===== src/rtl/tpg_gen.sv =====
// Pipelined VGA test pattern generator with eight patterns, per-frame scrolling and
// 2-cycle aligned sync/de outputs. Sits between vga_timing and the pin/DAC stage.
module tpg_gen #(
   parameter int H_ACTIVE    = 640,
   parameter int V_ACTIVE    = 480,
   parameter int RW          = 3,
   parameter int GW          = 3,
   parameter int BW          = 2,
   parameter int GRID_SHIFT  = 5,
   parameter int CHK_SHIFT   = 4,
   parameter int SCROLL_STEP = 1
) (
   input  logic          clk_pix,
   input  logic          resetn,
   input  logic [9:0]    hcount,
   input  logic [9:0]    vcount,
   input  logic          de,
   input  logic          hsync_in,
   input  logic          vsync_in,
   input  logic [2:0]    mode,
   input  logic          anim_en,
   output logic [RW-1:0] rgb_r,
   output logic [GW-1:0] rgb_g,
   output logic [BW-1:0] rgb_b,
   output logic          hsync_out,
   output logic          vsync_out,
   output logic          de_out,
   output logic [7:0]    frame_cnt
);

   localparam int BAR_W = H_ACTIVE / 8;

   logic [2:0]  active_mode_reg;
   logic [9:0]  offset_reg;
   logic        frame_edge;
   logic [7:0]  frame_cnt_next;
   logic [9:0]  offset_next;
   logic [10:0] x_sum;
   logic [9:0]  x_eff;
   logic [7:1]  bar_ge;
   logic [2:0]  bar_idx;
   logic [2:0]  bar_code;

   assign frame_edge     = (vcount == 10'(V_ACTIVE)) && (hcount == 10'd0);
   assign frame_cnt_next = frame_cnt + 8'd1;
   assign offset_next    = anim_en ? 10'((int'(frame_cnt_next) * SCROLL_STEP) % H_ACTIVE) : 10'd0;

   always_ff @(posedge clk_pix or negedge resetn) begin
      if (!resetn) begin
         frame_cnt       <= 8'd0;
         active_mode_reg <= 3'd0;
         offset_reg      <= 10'd0;
      end else if (frame_edge) begin
         frame_cnt       <= frame_cnt_next;
         active_mode_reg <= mode;
         offset_reg      <= offset_next;
      end
   end

   // Out-of-range hcount (blanking or misbehaving timing) still wraps into the active width.
   assign x_sum = {1'b0, hcount} + {1'b0, offset_reg};
   assign x_eff = 10'(x_sum % 11'(H_ACTIVE));

   generate
      for (genvar gi = 1; gi < 8; gi++) begin : g_bar_cmp
         assign bar_ge[gi] = (x_eff >= 10'(gi * BAR_W));
      end
   endgenerate

   always_comb begin
      bar_idx = 3'd0;
      for (int i = 1; i < 8; i++) begin
         bar_idx = bar_idx + {2'b00, bar_ge[i]};
      end
   end

   always_comb begin
      case (bar_idx)
         3'd0:    bar_code = 3'd7;
         3'd1:    bar_code = 3'd6;
         3'd2:    bar_code = 3'd3;
         3'd3:    bar_code = 3'd2;
         3'd4:    bar_code = 3'd5;
         3'd5:    bar_code = 3'd4;
         3'd6:    bar_code = 3'd1;
         default: bar_code = 3'd0;
      endcase
   end

   // Stage 1: decoded pattern terms plus delayed timing signals.
   logic          de_s1, hs_s1, vs_s1;
   logic [2:0]    mode_s1, bar_s1, solid_s1;
   logic          grid_s1, chk_s1, cell_s1, border_s1;
   logic [RW-1:0] hr_r_s1;
   logic [GW-1:0] hr_g_s1, vr_g_s1;
   logic [BW-1:0] hr_b_s1;

   always_ff @(posedge clk_pix or negedge resetn) begin
      if (!resetn) begin
         de_s1     <= 1'b0;
         hs_s1     <= 1'b0;
         vs_s1     <= 1'b0;
         mode_s1   <= 3'd0;
         bar_s1    <= 3'd0;
         solid_s1  <= 3'd0;
         grid_s1   <= 1'b0;
         chk_s1    <= 1'b0;
         cell_s1   <= 1'b0;
         border_s1 <= 1'b0;
         hr_r_s1   <= '0;
         hr_g_s1   <= '0;
         hr_b_s1   <= '0;
         vr_g_s1   <= '0;
      end else begin
         de_s1     <= de;
         hs_s1     <= hsync_in;
         vs_s1     <= vsync_in;
         mode_s1   <= active_mode_reg;
         bar_s1    <= bar_code;
         solid_s1  <= anim_en ? frame_cnt[7:5] : 3'd7;
         grid_s1   <= (hcount[GRID_SHIFT-1:0] == '0) || (vcount[GRID_SHIFT-1:0] == '0) ||
                      (hcount == 10'(H_ACTIVE - 1)) || (vcount == 10'(V_ACTIVE - 1));
         chk_s1    <= x_eff[CHK_SHIFT] ^ vcount[CHK_SHIFT];
         cell_s1   <= (hcount[2:0] == 3'd0) && (vcount[3:0] == 4'd0);
         border_s1 <= (hcount == 10'd0) || (hcount == 10'(H_ACTIVE - 1)) ||
                      (vcount == 10'd0) || (vcount == 10'(V_ACTIVE - 1));
         hr_r_s1   <= x_eff[9 -: RW];
         hr_g_s1   <= x_eff[9 -: GW];
         hr_b_s1   <= x_eff[9 -: BW];
         vr_g_s1   <= vcount[8 -: GW];
      end
   end

   logic [2:0]    code_next;
   logic [RW-1:0] col_r_next;
   logic [GW-1:0] col_g_next;
   logic [BW-1:0] col_b_next;

   always_comb begin
      code_next = 3'd0;
      case (mode_s1)
         3'd0:    code_next = bar_s1;
         3'd1:    code_next = grid_s1 ? 3'd7 : 3'd0;
         3'd2:    code_next = chk_s1 ? 3'd7 : 3'd0;
         3'd3:    code_next = cell_s1 ? 3'd2 : 3'd0;
         3'd6:    code_next = solid_s1;
         3'd7:    code_next = border_s1 ? 3'd7 : 3'd0;
         default: code_next = 3'd0;
      endcase
      col_r_next = {RW{code_next[2]}};
      col_g_next = {GW{code_next[1]}};
      col_b_next = {BW{code_next[0]}};
      // Ramp modes bypass the colour code entirely.
      if (mode_s1 == 3'd4) begin
         col_r_next = hr_r_s1;
         col_g_next = hr_g_s1;
         col_b_next = hr_b_s1;
      end else if (mode_s1 == 3'd5) begin
         col_r_next = '0;
         col_g_next = vr_g_s1;
         col_b_next = '0;
      end
   end

   // Stage 2: final colour, blanked outside the active area.
   always_ff @(posedge clk_pix or negedge resetn) begin
      if (!resetn) begin
         rgb_r     <= '0;
         rgb_g     <= '0;
         rgb_b     <= '0;
         hsync_out <= 1'b0;
         vsync_out <= 1'b0;
         de_out    <= 1'b0;
      end else begin
         rgb_r     <= de_s1 ? col_r_next : '0;
         rgb_g     <= de_s1 ? col_g_next : '0;
         rgb_b     <= de_s1 ? col_b_next : '0;
         hsync_out <= hs_s1;
         vsync_out <= vs_s1;
         de_out    <= de_s1;
      end
   end

endmodule

===== config.mk =====
export PLATFORM = sky130hd
export DESIGN_NAME = tpg_gen
export DESIGN_NICKNAME = d
export VERILOG_FILES = /design/src/rtl/tpg_gen.sv
export SDC_FILE = /design/constraint.sdc
export NUM_CORES = 1
export LEC_CHECK = 0
export CAP_MARGIN = 10
export CORE_ASPECT_RATIO = 0.9
export CORE_MARGIN = 5
export CORE_UTILIZATION = 30
export DETAILED_ROUTE_END_ITERATION = 10
export GPL_TIMING_DRIVEN = 0
export PLACE_DENSITY = 0.56
export RECOVER_POWER = 50
export SLEW_MARGIN = 20
export SYNTH_ARGS = -nofsm -noshare
export SYNTH_HDL_FRONTEND = slang
export SYNTH_SLANG_ARGS = --single-unit
export TNS_END_PERCENT = 5

===== constraint.sdc =====
create_clock -name clk_pix -period 11.75 [get_ports clk_pix]
set_clock_uncertainty 0.2 [all_clocks]
set_input_delay 2.35 -clock clk_pix [delete_from_list [all_inputs] [get_ports clk_pix]]
set_output_delay 2.35 -clock clk_pix [all_outputs]
set_load 0.005 [all_outputs]

==> flow_metrics.tcl, run 1 <==
set metrics [dict create \
    outcome "finished with violations" \
    violations "max-capacitance violations, max-slew violations" \
    avgSynthCellArea_um2 10.1 \
    fin_crit_ns 7.01 \
    cap_violations 1 \
    yosysSeqAreaShare_pct 44.7 \
    synth-seq-cells 52 \
    overflow 0 \
    muxShareOfSynthArea_pct 1.59 \
    rows 34 \
    netlist_instances 288 \
    synth-xor-area-share_pct 6.02 \
    core-area_um2 9570 \
    drt_iter0_drc 82 \
    rsz0062_at_grt "false" \
    critPathRequiredTime_ns 11.76 \
    grt_usage_pct 11.1 \
    synth.distinct_cells 58 \
    grt_pass1_wl_um 10400 \
    crit_chain "clkdlybuf4s50_1 > ha_1 > fa_1 > a211oi_2 > o21ai_2 > o31ai_4 > xnor2_1 > a31oi_1 > o211a_1 > nor3_1 > fa_1 > fa_1 > fa_1 > fa_1 > clkbuf_1" \
    tightest_slew_ns 2.64 \
    die-area_um2 11800 \
    placed_area_um2 3520 \
    synth.largest_area_cell "dfrtp_1" \
    slowest_stage "fa_1" \
    final_max_slew_viol_count 53 \
    clk_pin_slew_ns 0.09 \
    final-setup-viol-count 0 \
    whs_path_depth 0 \
    timing.fmax_ghz 0.143 \
    vias 2191 \
    hold_class "reg -> reg" \
    final_cell_mix "55 x nand2_1, 52 x dfrtp_1, 42 x clkdlybuf4s50_1" \
    layout-drive-gt1-share_pct 9.94 \
    numCtsBuffers 5 \
    p_leak_nw 1.63 \
    hold_buffers 0 \
    cts-resized-gates 0 \
    cp_max_fo 7 \
    finalHoldViolCount 0 \
    yosys.area.top_type_share_pct 44.7 \
    die_width_um 114 \
    rrSetupSlack_ns 6.93 \
    endpoint_kind "register" \
    timing.rr.start "offset_reg[0]$_DFFE_PN0P_" \
    cts_num_sinks 52 \
    critical_path.max_stage_delay_ns 0.53 \
    holdPathEnd "vsync_out$_DFF_PN0_" \
    yosys_warnings 0 \
    grt_max_degree 53 \
    initial_utilization_pct 30.4 \
    pin_count 48 \
    place.gp.congestion 0.779 \
    routedWlPerCell_um 13.3 \
    post-cts-setup-buffers 0 \
    max-slew-margin-rel_pct -75.9 \
    fin_setup_tns_ns 0 \
    worstSetupPathType "in -> reg" \
    ant_nets 0 \
    post-route-drc-count 0 \
    ys.flop_type "dfrtp_1" \
    nFillCells 964 \
    clockBufferDepth 2 \
    arrival_ns 7.02 \
    syn_nets 331 \
    area_delta_synth_final_pct 25.0 \
    wirelength_um 6200 \
    diodes 0 \
    startpoint_type "input pin" \
    async_flop_share_pct 100 \
    stdcell_area_um2 3640 \
    postLayoutCoreUtil_pct 38.0 \
    vias_per_cell 4.68 \
    synth_compound_area_share_pct 13.4 \
    htree_num_levels 2 \
    dr.pass1.iters 6 \
    grt_antenna_before_repair 0 \
    synth_edf_count 0 \
    grt_pass1_vias 2150 \
    syn-cell-area_um2 2910 \
    synth_top_family_by_area "simple AND/OR/NAND/NOR gates" \
    root_buffer "clkbuf_8" \
    worstRegToRegCells 14 \
    layout_commonest_cell "nand2_1" \
    cts_tree "built" \
    synthAdderAreaFrac_pct 7.31 \
    rr_endpoint "bar_s1[2]$_DFF_PN0_" \
    chipHeight_um 103 \
    worst_ir_drop_vdd_v 0.0000556 \
    yosys.area_share.simple_pct 24.2 \
    worst_hold_startpoint "vs_s1$_DFF_PN0_" \
    finalCritPeriodShare_pct 59.7 \
    ys_top_cells_by_area "dfrtp_1 45%, nand2_1 7.1%, xnor2_1 3.9%, ha_1 3.9%, fa_1 3.4%" \
    p_per_area_nw_per_um2 109 \
    worstSkewPairLatency_ns 0.30 \
    port_buffers 46 \
    place_hpwl_um 4910 \
    timing.critical_path.mode_cell "fa_1" \
    fin_nets 384 \
]
[logic make-up after synthesis]
logic type | after synthesis
muxes | 3
buffers and inverters | 12
AOI/OAI and AO/OA | 51
DFF | 52
adders and majority gates | 14
and+or+nand+nor | 136
xor gates and xnor gates | 20
[routing by layer]
metal	GRT usage, %	wire, um	part of all wire [%]
met2	18.4	2880	46
met3	3.08	302	4.9
met5	0	0	0
met4	2.28	51	0.82
met1	14.9	2970	48
[Yosys cell counts (3+ instances only)]
master    instances
xnor2_1          13
nand2b_1          7
fa_1              5
a22oi_1           4
nand3b_1          3
buf_2             3
o21ai_0           6
nor2b_1           8
nor3_1            6
a21o_1            3
a31oi_1           4
ha_1              9
a21oi_1          13
a211oi_1          3
nand4_1           3
nand3_1          13
buf_6             4
dfrtp_1          52
nor2_1           20
clkbuf_1          4
xor2_1            7
nand2_1          55
[per-stage QoR]
step | worst slack (ns) | hold slack, ns | std cells | total power, W
final | 4.74 | 0.156 | 468 | 0.000396
after global placement | 4.45 | 0.137 | 460 | 0.000278
after detailed placement | 4.38 | 0.137 | 460 | 0.000279
after CTS | 4.71 | 0.160 | 468 | 0.000404
after floorplan | 5.19 | 0.131 | 288 | 0.000240
after global routing | 4.52 | 0.163 | 468 | 0.000421
[layout make-up]
class	instances	area (um2)	area share, %
sequential	52	1300	35.8
tap	126	158	4.34
timing repair buffer	46	454	12.5
clock buffer	5	68.8	1.89
multi-input combinational	224	1530	42.1
inverter	1	3.75	0.103
buffer	11	75.1	2.06
clock inverter	3	46.3	1.27
[where the power goes]
group | total (W) | switching [W] | internal, W
sequential | 0.000198 | 0.00000423 | 0.000193
clock | 0.000123 | 0.0000589 | 0.0000642
combinational | 0.0000750 | 0.0000345 | 0.0000404
[worst max-delay path by stage]
stage              start             endpoint  slack (ns)  cells past startpoint
2_1_floorplan  hcount[0]  bar_s1[2]$_DFF_PN0_        5.19                     14
3_3_place_gp   hcount[0]  bar_s1[2]$_DFF_PN0_        4.45                     15
3_5_place_dp   hcount[0]  bar_s1[2]$_DFF_PN0_        4.38                     15
4_1_cts        hcount[0]  bar_s1[2]$_DFF_PN0_        4.71                     15
5_1_grt        hcount[0]  bar_s1[2]$_DFF_PN0_        4.52                     15
6_report       hcount[0]  bar_s1[2]$_DFF_PN0_        4.74                     15
[critical path, delay by kind of cell]
| kind | cells | cell delay (ns) |
|---|---|---|
| adder cells (fa/ha/maj) | 6 | 2.55 |
| AO/OA/AOI/OAI | 5 | 1.10 |
| buffers and inverters | 2 | 0.58 |
| AND/OR/NAND/NOR | 1 | 0.26 |
| XOR/XNOR | 1 | 0.17 |
Note: power is estimated with default switching activity, not from simulation.
==> inputs of run 2 (changes only) <==
--- a/config.mk
+++ b/config.mk
@@ -11,7 +11,7 @@
 export CORE_UTILIZATION = 30
 export DETAILED_ROUTE_END_ITERATION = 10
 export GPL_TIMING_DRIVEN = 0
-export PLACE_DENSITY = 0.56
+export PLACE_DENSITY = 0.58
 export RECOVER_POWER = 50
 export SLEW_MARGIN = 20
 export SYNTH_ARGS = -nofsm -noshare
==> constraint.sdc (replaced) <==
create_clock -name clk_pix -period 6.26 [get_ports clk_pix]
set_clock_uncertainty 0.2 [all_clocks]
set_input_delay 1.252 -clock clk_pix [delete_from_list [all_inputs] [get_ports clk_pix]]
set_output_delay 1.252 -clock clk_pix [all_outputs]
set_load 0.005 [all_outputs]
==> flow_metrics.tcl, run 2 (same netlist as run 1, synthesis figures left out) <==
set metrics [dict create \
    outcome "finished with violations" \
    violations "max-capacitance violations, max-slew violations" \
    post-cts-setup-buffers 0 \
    switching_share_pct 25.2 \
    fin_crit_ns 5.86 \
    setup.worst_path.start "hcount[0]" \
    multi_input_area_um2 1530 \
    pin_count 48 \
    p_per_area_nw_per_um2 195 \
    worstSkewPairLatency_ns 0.30 \
    diodes 0 \
    endpoint_kind "register" \
    cp_max_fo 7 \
    fin_setup_tns_ns 0 \
    seqCellArea_um2 1300 \
    p_comb_share_pct 19.9 \
    cts_tree "built" \
    worst_ir_drop_vdd_v 0.0000943 \
    core-area_um2 9570 \
    cts_num_sinks 52 \
    numCtsBuffers 5 \
    routedWlPerCell_um 12.9 \
    holdWs_ns 0.154 \
    grt_pass1_wl_um 10600 \
    grt_max_degree 33 \
    vias 2174 \
    layout-drive-gt1-share_pct 9.91 \
    finalCritPeriodShare_pct 93.6 \
    timing.fmax_ghz 0.171 \
    power_frac_clock_pct 27.5 \
    rsz0062_at_grt "false" \
    place_hpwl_um 4910 \
    layout_commonest_cell "nand2_1" \
    grt_antenna_before_repair 0 \
    cts-resized-gates 0 \
    final_max_slew_viol_count 33 \
    die-area_um2 11800 \
    timing.rr.start "offset_reg[0]$_DFFE_PN0P_" \
    internal_power_w 0.000528 \
    chipHeight_um 103 \
    grt_pass1_vias 2195 \
    power_switching_w 0.000178 \
    port_buffers 46 \
    grt_usage_pct 11.4 \
    drt_iter0_drc 64 \
    place.gp.congestion 0.822 \
    tightest_slew_ns 1.67 \
    hold_class "reg -> reg" \
    final-setup-viol-count 0 \
    clk_pin_slew_ns 0.09 \
    worstSetupPathType "in -> reg" \
    worst_hold_startpoint "vs_s1$_DFF_PN0_" \
    clockBufferDepth 2 \
    area_delta_synth_final_pct 24.5 \
    initial_utilization_pct 30.4 \
    vias_per_cell 4.64 \
    arrival_ns 5.86 \
    fin_nets 385 \
    p_leak_nw 1.62 \
    final_cell_mix "55 x nand2_1, 52 x dfrtp_1, 42 x clkdlybuf4s50_1" \
    wirelength_um 6040 \
    root_buffer "clkbuf_8" \
    dr.pass1.iters 4 \
    nFillCells 974 \
    max-slew-margin-rel_pct -11.1 \
    die_width_um 114 \
    critPathRequiredTime_ns 6.26 \
    post-route-drc-count 0 \
    hold_buffers 0 \
    pwr-share-seq_pct 52.6 \
    rows 34 \
    finalHoldViolCount 0 \
    startpoint_type "input pin" \
    overflow 0 \
    ant_nets 0 \
    htree_num_levels 2 \
    cap_violations 1 \
]
==> run 2: changes by cell type in the layout (fill, tap and decap cells not counted) <==
cell        delta
clkbuf_1       +1
bufinv_16      -1
clkbuf_8       +1
clkinvlp_4     +1
inv_6          -1
==> run 2: worst max-delay path, stage by stage <==
cell	delay (ns)
clkdlybuf4s50_1	0.47
ha_1	0.25
fa_1	0.41
a211oi_2	0.23
o21ai_2	0.14
o31ai_4	0.39
xnor2_1	0.17
a31oi_1	0.09
o211a_1	0.25
nor3_1	0.26
fa_1	0.47
fa_1	0.52
fa_1	0.44
fa_1	0.43
clkbuf_1	0.10
==> run 2: per-stage QoR <==
stage | instance area, um2 | worst slack, ns | power [W] | cells | util (%)
after CTS | 3640 | 0.371 | 0.000723 | 469 | 38.0
final | 3620 | 0.403 | 0.000706 | 469 | 37.8
after global routing | 3620 | 0.206 | 0.000758 | 469 | 37.8
after detailed placement | 3540 | 0.0404 | 0.000525 | 461 | 37.0
after global placement | 3530 | 0.0718 | 0.000520 | 460 | 36.8
after floorplan | 2910 | 0.800 | 0.000451 | 288 | -
==> run 2: area by class of cell <==
cell class | count | area share (%)
Timing Repair Buffer | 47 | 12.6
Buffer | 11 | 2.07
Tap cell | 126 | 4.35
Sequential cell | 52 | 35.9
Clock buffer | 6 | 2.28
Inverter | 1 | 0.104
Clock inverter | 2 | 0.415
Multi-Input combinational cell | 224 | 42.2
==> run 2: path summary, 6_finish.rpt <==
| path | endpoint | slack, ns | depth (start not counted) |
|---|---|---|---|
| worst max register to register | bar_s1[2]$_DFF_PN0_ | 1.48 | 14 |
| min in group asynchronous | rgb_g[1]$_DFF_PN0_ | 0.89 | 1 |
| worst max-delay path | bar_s1[2]$_DFF_PN0_ | 0.40 | 15 |
| worst min-delay path | vsync_out$_DFF_PN0_ | 0.15 | 0 |
| max in group asynchronous | frame_cnt[7]$_DFFE_PN0P_ | 2.91 | 2 |
| worst min register to register | vsync_out$_DFF_PN0_ | 0.15 | 0 |
==> run 2: power by group through the flow <==
stage               clock network (W)  registers, W   logic, W
detailed placement                  0      0.000379   0.000145
floorplan                           0      0.000378  0.0000721
CTS                          0.000204      0.000372   0.000146
finish                       0.000194      0.000371   0.000141
global placement                    0      0.000379   0.000142
global route                 0.000223      0.000374   0.000161
==> run 2: layer usage <==
metal  track usage, %  routed length, um  vias to the layer above
li1                 -                  -                     1111
met1             15.3               2880                     1008
met2             18.0               2740                       44
met3             2.79                299                       11
met4             4.02                114                        0
met5                0                  0                        -
==> inputs of run 3 (changes only) <==
==> constraint.sdc (replaced) <==
create_clock -name clk_pix -period 6.26 [get_ports clk_pix]
set_clock_uncertainty 0.2 [all_clocks]
set_input_delay 0.626 -clock clk_pix [delete_from_list [all_inputs] [get_ports clk_pix]]
set_output_delay 0.626 -clock clk_pix [all_outputs]
set_load 0.005 [all_outputs]
==> results of run 3 <==
The final DEF is identical to that of run 2. Status: finished with violations: max-capacitance violations, max-slew violations.
Among the figures that moved: setup slack after placement 0.0404 ns -> 0.666 ns; setup slack after layout 0.403 ns -> 1.03 ns
